<file path="src/rtl/nibble_serial_adder.sv">
// nibble_serial_adder: sequences a wide add through an external 4-bit
// combinational carry adder, one nibble slice per cycle, and assembles the
// wide sum together with the final carry-out and the signed-overflow flag.
module nibble_serial_adder #(
  parameter int NIBBLES = 4
) (
  input  logic                   clk,
  input  logic                   rst,
  input  logic                   in_valid,
  output logic                   in_ready,
  input  logic [4*NIBBLES-1:0]   in_a,
  input  logic [4*NIBBLES-1:0]   in_b,
  input  logic                   in_cin,
  output logic [3:0]             add_a,
  output logic [3:0]             add_b,
  output logic                   add_cin,
  input  logic [3:0]             add_s,
  input  logic                   add_cout,
  output logic                   out_valid,
  input  logic                   out_ready,
  output logic [4*NIBBLES-1:0]   out_sum,
  output logic                   out_cout,
  output logic                   out_overflow
);

  localparam int W  = 4 * NIBBLES;
  // Slice index needs at least one bit even for a single-nibble build.
  localparam int IW = (NIBBLES > 1) ? $clog2(NIBBLES) : 1;
  localparam logic [IW-1:0] LAST_IDX = IW'(NIBBLES - 1);

  localparam logic [1:0] IDLE = 2'd0;
  localparam logic [1:0] RUN  = 2'd1;
  localparam logic [1:0] DONE = 2'd2;

  logic [1:0]    state_reg;
  logic [1:0]    state_next;
  logic [W-1:0]  a_reg;
  logic [W-1:0]  b_reg;
  logic [W-1:0]  acc_reg;
  logic [W-1:0]  acc_next;
  logic          carry_reg;
  logic [IW-1:0] idx_reg;
  logic          last_slice;

  // Nibble views of the captured operands so the slice mux is a plain index.
  logic [3:0] a_nib [NIBBLES];
  logic [3:0] b_nib [NIBBLES];

  for (genvar gi = 0; gi < NIBBLES; gi++) begin : g_nib
    assign a_nib[gi] = a_reg[4*gi +: 4];
    assign b_nib[gi] = b_reg[4*gi +: 4];
  end

  assign in_ready   = (state_reg == IDLE);
  assign out_valid  = (state_reg == DONE);
  assign last_slice = (idx_reg == LAST_IDX);

  // Adder drive: the current slice and running carry in RUN, zeros otherwise.
  always_comb begin
    add_a   = 4'd0;
    add_b   = 4'd0;
    add_cin = 1'b0;
    if (state_reg == RUN) begin
      add_a   = a_nib[idx_reg];
      add_b   = b_nib[idx_reg];
      add_cin = carry_reg;
    end
  end

  // Partial sum with this cycle's adder result merged into the active slice;
  // on the last slice this is the complete result.
  always_comb begin
    acc_next = acc_reg;
    if (state_reg == RUN) begin
      acc_next[4*idx_reg +: 4] = add_s;
    end
  end

  // Next-state decode for the IDLE -> RUN -> DONE -> IDLE sequence.
  always_comb begin
    state_next = state_reg;
    case (state_reg)
      IDLE:    if (in_valid)   state_next = RUN;
      RUN:     if (last_slice) state_next = DONE;
      DONE:    if (out_ready)  state_next = IDLE;
      default: state_next = IDLE;
    endcase
  end

  // State register.
  always_ff @(posedge clk or posedge rst) begin
    if (rst) begin
      state_reg <= IDLE;
    end else begin
      state_reg <= state_next;
    end
  end

  // Operand capture, slice stepping and result publication.
  always_ff @(posedge clk or posedge rst) begin
    if (rst) begin
      a_reg        <= '0;
      b_reg        <= '0;
      acc_reg      <= '0;
      carry_reg    <= 1'b0;
      idx_reg      <= '0;
      out_sum      <= '0;
      out_cout     <= 1'b0;
      out_overflow <= 1'b0;
    end else begin
      case (state_reg)
        IDLE: begin
          if (in_valid) begin
            a_reg     <= in_a;
            b_reg     <= in_b;
            acc_reg   <= '0;
            carry_reg <= in_cin;
            idx_reg   <= '0;
          end
        end
        RUN: begin
          acc_reg   <= acc_next;
          carry_reg <= add_cout;
          idx_reg   <= idx_reg + IW'(1);
          if (last_slice) begin
            // Outputs only change here, so they hold through DONE and IDLE.
            out_sum      <= acc_next;
            out_cout     <= add_cout;
            out_overflow <= (a_reg[W-1] == b_reg[W-1]) && (add_s[3] != a_reg[W-1]);
            idx_reg      <= '0;
          end
        end
        default: begin
        end
      endcase
    end
  end

endmodule
</file>
<file path="config.mk">
export PLATFORM = sky130hd
export DESIGN_NAME = nibble_serial_adder
export DESIGN_NICKNAME = d
export VERILOG_FILES = /design/src/rtl/nibble_serial_adder.sv
export SDC_FILE = /design/constraint.sdc
export NUM_CORES = 1
export LEC_CHECK = 0
export CORE_AREA = 5 5 84 86
export DETAILED_ROUTE_END_ITERATION = 16
export DIE_AREA = 0 0 89 91
export PLACE_DENSITY_LB_ADDON = 0.3
export SLEW_MARGIN = 20
export SYNTH_ARGS = -nofsm -noshare
export SYNTH_HDL_FRONTEND = slang
export SYNTH_SLANG_ARGS = --single-unit
</file>
<file path="constraint.sdc">
create_clock -name clk -period 4.1 [get_ports clk]
set_input_delay 0.82 -clock clk [delete_from_list [all_inputs] [get_ports clk]]
set_output_delay 0.82 -clock clk [all_outputs]
set_load 0.05 [all_outputs]
</file>
# Yosys cells after proc, flatten, opt, wreduce, memory -nomap -nowiden
# Cells that the tools add are included.
# Widths: inputs -> output; s select.
totals:
  elab_cells: 51
  ff_bits: 71
  out_inout_bits: 29
  input_bits: 42
classes:
  n_shift: 2
  n_lt_le_gt_ge: 1
  eq_ne: 8
  muxes: 21
  bitwise_logic: 1
  reduce_logical: 7
  addsub: 2
ops:
  columns: ["op", "count"]
  rows:
  - ["$neg 4->34", 1]
  - ["$shift 4x34->16 const A", 1]
  - ["$shiftx 4x34->16", 1]
  - ["$pmux 16 s2", 1]
  - ["$mux 4", 6]
  - ["$bmux 4 s2", 2]
  - ["$bwmux 16", 1]
  - ["$mux 16", 1]
  - ["$mux 2", 5]
  - ["$pmux 2 s3", 1]
  - ["$reduce_and 2->1", 3]
  - ["$eq 2x2->1 const B", 2]
  - ["$ne 2x2->1 const B", 2]
  - ["$pmux 2 s2", 1]
  - ["$ge 3x3->1 const B", 1]
  - ["$not 2->3", 1]
  - ["$reduce_and 3->1", 1]
  - ["$add 2x1->2 const B", 1]
  - ["$eq 2x1->1 const B", 1]
  - ["$logic_not 2->1", 1]
  - ["$mux 1", 2]
  - ["$ne 2x1->1 const B", 1]
  - ["$pmux 1 s2", 1]
  - ["$reduce_bool 2->1", 1]
  - ["3 further kinds", 3]

# Logic depth before layout (Yosys ltp)
logic_depth:
  depth_word: 5
  mapped_depth: 7

# Least setup slack after synthesis
# No wires, ideal clock.
synth_timing:
  kind: "flip-flop to output port"
  startpoint: "register idx_reg[0]"
  endpoint: "output add_b[3]"
  t_arrival_ns: 1.501
  n_path_buf: 1
  required_time_ns: 3.280
  path_stages_with_launch: 4
  slack_ns: 1.779
  path_cell_list: "dfrtp_1 > buf_4 > mux4_2 > and2_1"
synth_between:
  elab_chain_cells: 5
synth_lines:
  columns: ["item", "line", "rtl"]
  rows:
  - ["start, declared", "42", "logic [IW-1:0] idx_reg;"]
  - ["start signal, assigned", "124", "idx_reg <= idx_reg + IW'(1);"]
  - ["$not 2->3 (implied by the code)", "65", "add_b = b_nib[idx_reg];"]
  - ["$bmux 4 s2", "65", null]
  - ["$mux 4 (implied by the code) (2 in series)", "65", null]
  - ["$mux 4", "63", "if (state_reg == RUN) begin"]
  - ["end, declared", "15", "output logic [3:0] add_b,"]
# No other way between the ends. The select of a mux whose other input is x is not followed.

# Worst setup path after layout
layout_timing:
  startpoint: "register idx_reg[0]"
  endpoint: "output add_b[2]"
# The elaborated chain is that of the path after synthesis.

==> flow_summary.json <==
{
  "hold_path.class": "flip-flop to flip-flop",
  "syn_to_final_growth_pct": 27.8,
  "yosysUniqueCellTypes": 33,
  "ys_async_sr_fraction_pct": 100,
  "synth.top_cell.area_share_pct": 53.6,
  "viasPerCell": 5.68,
  "dp.cells": 399,
  "cts_sinks": 71,
  "finalCritPeriodShare_pct": 84.6,
  "clk_path_buf_depth": 2,
  "track_usage_pct": 18.6,
  "grt_pass1_vias": 2426,
  "wirelength_um": 6940,
  "layout-drive-gt1-share_pct": 18.6,
  "cts-root-buf": "clkbuf_8",
  "fp.dieH_um": 91,
  "firstDrtPassIters": 4,
  "path_class": "flip-flop to output pin",
  "slowest_delay_ns": 0.85,
  "fin_nets": 381,
  "initial_core_util_pct": 53.5,
  "cp-end-kind": "output pin",
  "grt_pass1_wl_um": 11700,
  "worst-r2r-setup-slack_ns": 1.33,
  "power.density_mw_per_mm2": 889,
  "wl_per_cell_um": 16.7,
  "setup_violations": 0,
  "synth_seq_cells": 71,
  "place_hpwl_um": 4890,
  "r2r-start": "idx_reg[0]",
  "coreArea_mm2": 0.00620,
  "antenna_cells": 0,
  "status": "finished, final reports clean",
  "slowest_stage": "dfrtp_1",
  "synth_common_cells": "dfrtp_1 (71), mux2_2 (31), a21oi_1 (29)",
  "finalCriticalPeriod_ns": 3.47,
  "swShare_pct": 43.0,
  "synth_area_leaders": "dfrtp_1 (54%), mux2_2 (11%), mux4_2 (5.4%), a32o_1 (4.5%), a21oi_1 (4.4%)",
  "switchingPower_w": 0.00162,
  "syn_inst": 266,
  "yosysTopAreaCell": "dfrtp_1",
  "hp-start": "acc_reg[13]",
  "rsz0062_at_grt": "false",
  "clock-skew-final_ns": 0.0123,
  "cts_buffers": 9,
  "yosysWarnings": 0,
  "worstMarginPinSlew_ns": 0.979,
  "r2r_cells": 5,
  "cp_num_buf_inv": 1,
  "yosysSeqAreaShare_pct": 53.6,
  "dieArea_mm2": 0.00810,
  "holdPathStages": 1,
  "arrival_ns": 2.65,
  "syn_area_per_cell_um2": 12.5,
  "cts.reportedPaths.clkPinSlew_ns": 0.08,
  "pwr-share-comb_pct": 52.5,
  "fin_cells": 415,
  "maxCapViolations": 0,
  "gp_congestion": 0.801,
  "fillCellCount": 456,
  "startpoint_type": "flip-flop",
  "r2r_end": "out_sum[1]",
  "synth_edf_count": 0,
  "grt_max_degree": 42,
  "portBuffers": 70,
  "multi_input_area_mm2": 0.00141,
  "synth_area_mm2": 0.00332,
  "pwr-share-seq_pct": 33.2,
  "seqCellArea_mm2": 0.00178,
  "cts_resized": 0,
  "max_slew_margin_pct": 33.8,
  "pwr-share-clk_pct": 14.3,
  "antenna_found_initial": 0,
  "io_pins": 71,
  "syn_nets": 314,
  "hold_viol_final": 0,
  "slew_viol_final": 0,
  "antenna_left": 0,
  "die_w_um": 89,
  "first_iter_violations": 168,
  "crit_family": "flip-flops",
  "synth.most_common_cell": "dfrtp_1",
  "cts_hold_buf": 0,
  "cts_tree": "built",
  "path_cells": "mux4_2 > and2_1 > clkdlybuf4s50_1",
  "max_freq_mhz": 288,
  "drc_errors": 0,
  "clkLatencyLatePin_ns": 0.34,
  "leakage_nw": 1.78,
  "critPathMaxFanout": 18,
  "num_rows": 29,
  "fin_setup_tns_ns": 0,
  "min_to": "acc_reg[13]",
  "overflow": 0,
  "ir_drop_mv": 0.687,
  "synthFlopType": "dfrtp_1",
  "post_cts_buffers": 0,
  "critPathRequiredTime_ns": 3.28,
  "dr_total_vias": 2359,
  "internal_power_w": 0.00215,
  "cts_max_level": 3
}
worst register-to-register path: stages (launching register included):
cell	delay, ns
dfrtp_1	0.85
inv_1	0.20
ha_1	0.40
nor4bb_1	0.85
a21oi_1	0.20
a21oi_1	0.19
worst max path at each step:
stage	startpoint	to	slack, ns	cells past startpoint
finish	idx_reg[0]	add_b[2]	0.63	3
global placement	idx_reg[0]	add_b[3]	0.97	3
CTS	idx_reg[0]	add_a[1]	0.58	3
floorplan	rst	a_reg[0]	1.48	1
global route	idx_reg[0]	add_b[3]	0.44	3
detailed placement	idx_reg[0]	add_b[2]	0.95	3
layer usage:
| layer | GRT usage, % | vias up | wire length [um] |
|---|---|---|---|
| met5 | 0 | - | 0 |
| met4 | 6.70 | 0 | 116 |
| met3 | 5.61 | 13 | 554 |
| met2 | 29.3 | 77 | 3420 |
| met1 | 24.1 | 1171 | 2850 |
| li1 | - | 1098 | - |
placed cells by master, fill, tap and decap left out, drive strengths merged, types with 2 or more instances in the layout:
cell	netlist	layout
and3b	2	2
nand2b	4	4
clkdlybuf4s50	0	70
ha	6	6
mux2	33	33
mux4	8	8
a32oi	3	3
nor4bb	2	2
nand2	6	6
clkinv	0	3
inv	6	6
o31ai	2	2
clkbuf	6	12
a21oi	29	29
nor2	20	20
dfrtp	71	71
nor2b	14	14
a21o	5	5
and2	10	10
buf	14	6
a32o	15	15
cells by family after synthesis:
family | Yosys count | share of synthesized area, %
compound gates | 60 | 12.6
fa+ha+maj | 6 | 2.26
buf+inv | 26 | 4.07
flops | 71 | 53.6
mux | 41 | 16.6
simple gates | 62 | 10.8
power groups by stage:
stage	sequential, W	combinational, W	clock (W)
floorplan	0.00148	0.00119	0
global placement	0.00125	0.00194	0
detailed placement	0.00127	0.00198	0
CTS	0.00126	0.00199	0.000551
global route	0.00131	0.00211	0.000588
finish	0.00125	0.00198	0.000540
per-stage QoR:
step | area (um2) | util [%] | hold WS, ns | setup slack, ns | power, W
2_1_floorplan | 3320 | - | 0.453 | 1.48 | 0.00267
3_3_place_gp | 4050 | 65.3 | 0.466 | 0.966 | 0.00319
3_5_place_dp | 4050 | 65.3 | 0.474 | 0.947 | 0.00325
4_1_cts | 4240 | 68.3 | 0.491 | 0.578 | 0.00380
5_1_grt | 4240 | 68.3 | 0.494 | 0.437 | 0.00401
6_report | 4240 | 68.3 | 0.491 | 0.632 | 0.00377
area by class of cell:
type / instances / area share [%]
sequential: 71 / 41.9
multi-input combinational: 169 / 33.2
timing repair buffer: 76 / 17.6
clock buffer: 12 / 3.42
tap: 77 / 2.27
clock inverter: 4 / 1.06
inverter: 6 / 0.531
(Power assumes the default switching activity.)
